`config.mk`:
```
export PLATFORM = sky130hd
export DESIGN_NAME = l1i_refill_engine
export DESIGN_NICKNAME = d
export VERILOG_FILES = /design/src/rtl/l1i_refill_engine.sv
export SDC_FILE = /design/constraint.sdc
export NUM_CORES = 1
export LEC_CHECK = 0
export ABC_AREA = 1
export BUFFER_PORTS_ARGS = -buffer_cell sky130_fd_sc_hd__clkbuf_2
export CORE_ASPECT_RATIO = 0.9
export CORE_UTILIZATION = 60
export DETAILED_ROUTE_END_ITERATION = 10
export GPL_TIMING_DRIVEN = 0
export PLACE_DENSITY = 0.8
export SLEW_MARGIN = 10
export SYNTH_ARGS = -nofsm -noshare
export SYNTH_HDL_FRONTEND = slang
export SYNTH_SLANG_ARGS = --single-unit
export TNS_END_PERCENT = 5
```
`constraint.sdc`:
```
create_clock -name clk -period 7.84 [get_ports clk]
set_clock_uncertainty 0.15 [all_clocks]
set_input_delay 0.392 -clock clk [delete_from_list [all_inputs] [get_ports clk]]
set_output_delay 0.392 -clock clk [all_outputs]
set_load 0.05 [all_outputs]
```
`src/rtl/l1i_refill_engine.sv`:
```
// l1i_refill_engine: L1I miss refill FSM; one memory read per miss, line streamed into the cache lowest beat first
module l1i_refill_engine #(
  parameter int B = 64
) (
  input  logic        clk,
  input  logic        reset,
  input  logic        L1IMiss,
  input  logic [31:0] Address,
  output logic        RepReady,
  output logic [63:0] RepWord,
  output logic        RefillBusy,
  output logic        MemReq,
  output logic [31:0] MemAddr,
  input  logic        MemAck,
  input  logic        MemRdValid,
  input  logic [63:0] MemRdData
);
  localparam int BEATS = B / 8;
  localparam int b = $clog2(B);
  localparam int CW = BEATS > 1 ? $clog2(BEATS) : 1;
  localparam logic [CW-1:0] LAST = CW'(BEATS - 1);
  typedef enum logic [2:0] {IDLE, REQ, FILL, STREAM, SETTLE} stateT;
  stateT state;
  logic [CW-1:0] beatCnt, rdPtr;
  logic [63:0] lineBuf [BEATS];
  logic unusedAddr;
  assign unusedAddr = ^Address[b-1:0];
  // RepReady is registered, so the word mux only sees registered state
  assign RepWord = RepReady ? lineBuf[rdPtr] : '0;
  always_ff @(posedge clk or negedge reset)
    if (!reset) begin
      state <= IDLE;
      beatCnt <= '0;
      rdPtr <= '0;
      RepReady <= 1'b0;
      MemReq <= 1'b0;
      MemAddr <= '0;
      RefillBusy <= 1'b0;
    end else
      case (state)
        IDLE: if (L1IMiss) begin
          state <= REQ;
          MemReq <= 1'b1;
          MemAddr <= {Address[31:b], {b{1'b0}}};
          RefillBusy <= 1'b1;
        end
        REQ: if (MemAck) begin
          state <= FILL;
          MemReq <= 1'b0;
          MemAddr <= '0;
          beatCnt <= '0;
        end
        FILL: if (MemRdValid) begin
          beatCnt <= beatCnt == LAST ? '0 : beatCnt + 1'b1;
          if (beatCnt == LAST) begin
            state <= STREAM;
            rdPtr <= '0;
            RepReady <= 1'b1;
          end
        end
        STREAM: begin
          rdPtr <= rdPtr == LAST ? '0 : rdPtr + 1'b1;
          if (rdPtr == LAST) begin
            state <= SETTLE;
            RepReady <= 1'b0;
          end
        end
        SETTLE: begin
          state <= IDLE;
          RefillBusy <= 1'b0;
        end
        default: state <= IDLE;
      endcase
  always_ff @(posedge clk)
    if (state == FILL && MemRdValid) lineBuf[beatCnt] <= MemRdData;
endmodule

```
==> out/qor.yml, run 1 <==
cp.arrival_ps: 2920
fin_crit_ps: 3460
cp_max_fo: 10
multi_input_area_um2: 5570
final_hold_viol_count: 0
startpoint_type: "flip-flop"
htreeDepth: 2
area_delta_synth_final_pct: 20.2
post-route-util: 0.739
critPathRequiredTime_ps: 7300
yosysUniqueCellTypes: 26
dp_hpwl_mm: 36.8
dp.cells: 2879
insertion_delay_ps: 620
grt_pass1_vias: 17000
regArea_um2: 16300
syn_area_um2: 23100
port-buffer-count: 187
fillers: 2327
grt_pass1_wl_mm: 91.2
drive_above_1_share: 0.153
start_util: 0.615
synth_cells: 2176
final_antenna_net_count: 0
clkTransAtPathRegs_ps: 70
syn_avg_cell_area_um2: 10.6
fin_nets: 2647
tns_ps: 0
cts_root_buffer: "clkbuf_16"
drc: 0
yosys_warnings: 0
leakagePower_nw: 11.7
yosysTopAreaCell: "edfxtp_1"
viasPerCell: 5.62
die_h_um: 188
postCtsSetupBuffers: 0
power_density_nw_per_um2: 311
relSlewSlack: 0.323
antenna_found_initial: 4
rsz0062_at_grt: "false"
die_w_um: 209
cts_made_buffers: 53
status: "finished, final reports clean"
synth_top_cell_area_share: 0.666
cts_sinks: 550
tritoncts: "built"
tightestPinTransition_ps: 1010
end_kind: "primary output"
fp.dieArea_um2: 39300
setup_viol: 0
min_path_type: "primary input to flip-flop"
routed_wl_mm: 59.5
coreArea_um2: 37600
seq_area_frac_synth: 0.707
fmax_ghz: 0.289
cap_violations: 0
drt-pass1-iter-count: 6
drtIter0Drc: 1882
route.vias.total: 17200
ys_ff_latch: 550
grt_max_degree: 39
place_congestion: 0.846
grt_overflow: 0
clk_path_buf_depth: 3
yosys-top-cells-area: "edfxtp_1 67%, nand2_1 16%, dfrtp_1 4.1%"
irDropWorstVdd_mv: 0.206
crit_type: "flip-flop to primary output"
fin_cells: 3063
wl_per_cell_um: 19.4
rows: 67
fin_crit_sh: 0.441
slew_violations: 0
pin_count: 200
grt.total_usage: 0.307
==> synth_stat cells <==
cell      count
clkbuf_1     17
o21bai_1      1
nor3b_1       1
nand2_2       1
buf_6         8
o21ai_0       7
ha_1          4
nand2_1     977
buf_12        1
buf_4        38
buf_2        42
conb_1        1
nand3_1     135
inv_4         1
inv_2         3
edfxtp_1    512
buf_1        17
nor2_1      137
a21oi_1      64
nor3_1        3
nor2_2        2
dfrtp_1      38
nand4_1      26
inv_1       137
or2_2         1
a31oi_1       2
==> cells by family (layout without fill, tap and decap cells) <==
group           count (synthesis)  count (layout)  share of synthesized area
compound gates                 74              74                     0.0163
fa+ha+maj                       4               4                    0.00217
buf+inv                       264             660                     0.0548
flops                         550             550                      0.707
other cells                     1               9                   0.000162
simple gates                 1283            1283                      0.219
==> cell usage in the layout, fill, tap and decap left out, drive strengths merged <==
cell / n
o21bai: 1
a31oi: 2
nand2: 978
diode: 3
bufinv: 7
nor3b: 1
clkinv: 15
nand3: 135
edfxtp: 512
dlygate4sd3: 91
clkinvlp: 1
o21ai: 7
conb: 6
dfrtp: 38
a21oi: 64
inv: 142
ha: 4
clkbuf: 270
or2: 1
nor2: 139
nand4: 26
nor3: 3
buf: 134
==> per-stage QoR <==
| step | total power (W) | area [um^2] | hold slack, ps | worst slack, ps |
|---|---|---|---|---|
| final | 0.00862 | 27700 | 93.6 | 4380 |
| after global routing | 0.00898 | 27700 | 110 | 4340 |
| after CTS | 0.00854 | 27700 | 71.2 | 4510 |
| after detailed placement | 0.00596 | 25100 | 308 | 4610 |
| after global placement | 0.00586 | 24600 | 303 | -1670 |
| after floorplan | 0.00522 | 23100 | -53.6 | 1850 |
==> repair_timing <==
action,4_1_cts,5_1_grt
hold buffers,91,0
endpoints found under the hold margin,576,0
resized for setup,0,0
==> area by class of cell <==
cell class / count / area share
buffer: 123 / 0.0264
antenna: 3 / 0.000271
timing repair buffer: 306 / 0.0812
tap: 483 / 0.0218
sequential: 550 / 0.588
inverter: 141 / 0.0192
clock inverter: 24 / 0.0106
multi-input combinational: 1367 / 0.201
clock buffer: 66 / 0.0515
==> sequential cells by signal (all words and copies together) (netlist names) <==
| register | flops |
|---|---|
| RefillBusy | 1 |
| MemAddr | 26 |
| state | 3 |
| beatCnt | 3 |
| rdPtr | 3 |
| MemReq | 1 |
| RepReady | 1 |
| lineBuf | 512 |
==> final timing paths <==
check / cells past startpoint / slack [ps] / start / endpoint
max: 7 / 4380 / rdPtr[1]$_DFFE_PN0P_ / RepWord[58]
min: 4 / 90 / MemAck / beatCnt[1]$_DFFE_PN0P_
max reg2reg: 9 / 4480 / state[2]$_DFFE_PN0P_ / lineBuf[5][25]$_DFFE_PP_
min reg2reg: 2 / 330 / MemAddr[23]$_DFFE_PN0P_ / MemAddr[23]$_DFFE_PN0P_
max in group asynchronous: 2 / 6560 / reset / MemAddr[13]$_DFFE_PN0P_
min in group asynchronous: 2 / 330 / reset / MemAddr[26]$_DFFE_PN0P_
==> power breakdown <==
| group | total (W) | internal, W | switching [W] |
|---|---|---|---|
| logic | 0.00260 | 0.000760 | 0.00184 |
| registers | 0.00344 | 0.00336 | 0.0000744 |
| clock network | 0.00258 | 0.00151 | 0.00107 |
| total | 0.00862 | 0.00563 | 0.00299 |
==> routing by layer <==
| layer | vias to the layer above | wire length, um | GRT usage |
|---|---|---|---|
| met4 | 2 | 2470 | 0.149 |
| li1 | 7862 | - | - |
| met1 | 8074 | 22500 | 0.396 |
| met3 | 211 | 5980 | 0.0561 |
| met2 | 1050 | 28600 | 0.506 |
| met5 | - | 10 | 0 |
==> critical path, stage by stage, from the launching register on <==
cell and delay (ps):
dfrtp_1 460, buf_2 430, buf_1 560, nand2_1 130, nand2_1 80, nor2_1 40, nor2_1 260, clkbuf_2 340
Note: power is estimated with default switching activity, not from simulation.
==> run 2, diff against run 1 <==
--- a/config.mk
+++ b/config.mk
@@ -8,10 +8,10 @@
 export ABC_AREA = 1
 export BUFFER_PORTS_ARGS = -buffer_cell sky130_fd_sc_hd__clkbuf_2
 export CORE_ASPECT_RATIO = 0.9
-export CORE_UTILIZATION = 60
+export CORE_UTILIZATION = 54
 export DETAILED_ROUTE_END_ITERATION = 10
 export GPL_TIMING_DRIVEN = 0
-export PLACE_DENSITY = 0.8
+export PLACE_DENSITY = 0.76
 export SLEW_MARGIN = 10
 export SYNTH_ARGS = -nofsm -noshare
 export SYNTH_HDL_FRONTEND = slang
==> constraint.sdc (replaced) <==
create_clock -name clk -period 3.1 [get_ports clk]
set_clock_uncertainty 0.15 [all_clocks]
set_input_delay 0.155 -clock clk [delete_from_list [all_inputs] [get_ports clk]]
set_output_delay 0.155 -clock clk [all_outputs]
set_load 0.05 [all_outputs]
==> run 2 against run 1 <==
Net effect: the run now ends with design-rule violations left; critical path type unchanged; highest routed layer unchanged; critical path depth is the same; sequential cell count is the same; via count shrank 2.2%; count of clock-buffer cells in the layout grew 6; combinational power grew to 2.6 times the previous value; power grew to 2.5 times the previous value.
==> out/qor.yml, run 2 (same netlist as run 1, synthesis figures left out) <==
timing.rr.end: "lineBuf[1][30]$_DFFE_PP_"
grt_max_degree: 39
area_delta_synth_final_pct: 21.6
switching_share: 0.346
clkPwrFrac: 0.297
fin_crit_sh: 0.954
fin_nets: 2660
seqPwrFrac: 0.399
drtIter0Drc: 1591
pre_cts_ws_ps: 215
wl_per_cell_um: 18.7
fmax_ghz: 0.338
port-buffer-count: 187
startpoint_type: "flip-flop"
irDropWorstVdd_mv: 0.634
critPathRequiredTime_ps: 2790
relSlewSlack: 0.356
routed_wl_mm: 58.9
final_antenna_net_count: 0
grt_overflow: 0
rows: 71
cts_root_buffer: "clkbuf_16"
top_regs: "lineBuf (512), MemAddr (26)"
dp_hpwl_mm: 37.0
crit_type: "flip-flop to primary output"
grt_pass1_wl_mm: 90.8
reg2reg_from: "state[2]$_DFFE_PN0P_"
post_dp_cell_area_um2: 25200
crit_end: "RepWord[42]"
regMostFlops: "lineBuf"
clkTransAtPathRegs_ps: 60
switching_power_w: 0.00755
insertion_delay_ps: 590
route.vias.total: 16800
fin_ws_ps: 141
start_util: 0.551
cp_max_fo: 10
grt.total_usage: 0.275
pin_count: 200
fin_cells: 3148
final_hold_viol_count: 0
crit_slowest_cell: "buf_1"
largest_register_ffs: 512
tns_ps: 0
final_common_cell: "nand2_1"
fin_area_um2: 28100
reg2reg_slack_ps: 170
startpoint: "rdPtr[1]$_DFFE_PN0P_"
leakagePower_nw: 11.8
die_h_um: 198
drc: 16
final_cell_mix: "977 x nand2_1, 512 x edfxtp_1, 190 x clkbuf_2"
status: "finished, violations left"
htreeDepth: 2
dp.cells: 2936
failed_checks: "design-rule violations"
die_w_um: 220
worstRegToRegCells: 7
tritoncts: "built"
min_path_type: "primary input to asynchronous set/reset pin"
combPwrFrac: 0.305
viasPerCell: 5.34
clk_path_buf_depth: 3
slew_violations: 0
slowest_delay_ps: 510
drt-pass1-iter-count: 8
antenna_found_initial: 3
tightestPinTransition_ps: 966
postCtsSetupBuffers: 0
fp.dieArea_um2: 43600
intPower_w: 0.0143
holdWs_ps: 102
drive_above_1_share: 0.150
setup_viol: 0
end_kind: "primary output"
grt_pass1_vias: 16700
cap_violations: 0
fin_crit_ps: 2960
cts_made_buffers: 54
place_congestion: 0.805
power_density_nw_per_um2: 777
cts_sinks: 550
cp.arrival_ps: 2650
coreArea_um2: 41900
crit_chain: "buf_2 -> buf_1 -> nand2_1 -> nand2_1 -> nor2_1 -> nor2_1 -> clkbuf_2"
[run 2: layout make-up]
| cell class | count | area (um^2) |
|---|---|---|
| sequential | 550 | 16300 |
| antenna | 1 | 2.50 |
| multi-input combinational | 1367 | 5590 |
| clock inverter | 29 | 233 |
| inverter | 141 | 532 |
| fill | 3030 | 13900 |
| tap | 547 | 684 |
| buffer | 123 | 737 |
| clock buffer | 72 | 1510 |
| timing repair buffer | 318 | 2450 |
[run 2: power by group through the flow]
stage	Combinational, W	Clock [W]	Sequential [W]
after floorplan	0.00398	0	0.00922
after global placement	0.00604	0	0.00883
after detailed placement	0.00629	0	0.00882
after CTS	0.00653	0.00650	0.00868
after global routing	0.00732	0.00680	0.00872
final	0.00665	0.00647	0.00869
[run 2: per-layer routing]
| metal | routed length, um | vias up | GRT usage | part of all wire |
|---|---|---|---|---|
| li1 | - | 7897 | - | - |
| met1 | 23500 | 8001 | 0.366 | 0.40 |
| met2 | 28700 | 773 | 0.455 | 0.49 |
| met3 | 4830 | 150 | 0.0429 | 0.082 |
| met4 | 1970 | 4 | 0.107 | 0.033 |
| met5 | 27 | - | 0 | 0.00046 |
[run 2: timing repair]
item                                    CTS  global route
endpoints found under the setup margin    0            42
resized for setup                         0             6
hold buffers                            110             0
hold endpoints to repair                588             0
[run 2: worst min path at each step]
stage | depth (start not counted) | from | endpoint
6_report | 2 | reset | MemAddr[19]$_DFFE_PN0P_
3_3_place_gp | 1 | reset | MemAddr[19]$_DFFE_PN0P_
2_1_floorplan | 0 | reset | MemAddr[10]$_DFFE_PN0P_
3_5_place_dp | 1 | reset | MemAddr[21]$_DFFE_PN0P_
5_1_grt | 2 | reset | MemAddr[19]$_DFFE_PN0P_
4_1_cts | 2 | reset | MemAddr[23]$_DFFE_PN0P_
[run 2: through the flow]
stage,util,total power (W)
after detailed placement,0.601,0.0151
after floorplan,-,0.0132
after CTS,0.669,0.0217
after global placement,0.591,0.0149
final,0.669,0.0218
after global routing,0.669,0.0228
[run 2: critical path, delay by kind of cell, from the launching register on]
kind | cells | cell delay [ps]
buffers and inverters | 3 | 1190
DFF | 1 | 420
and+or+nand+nor | 4 | 450
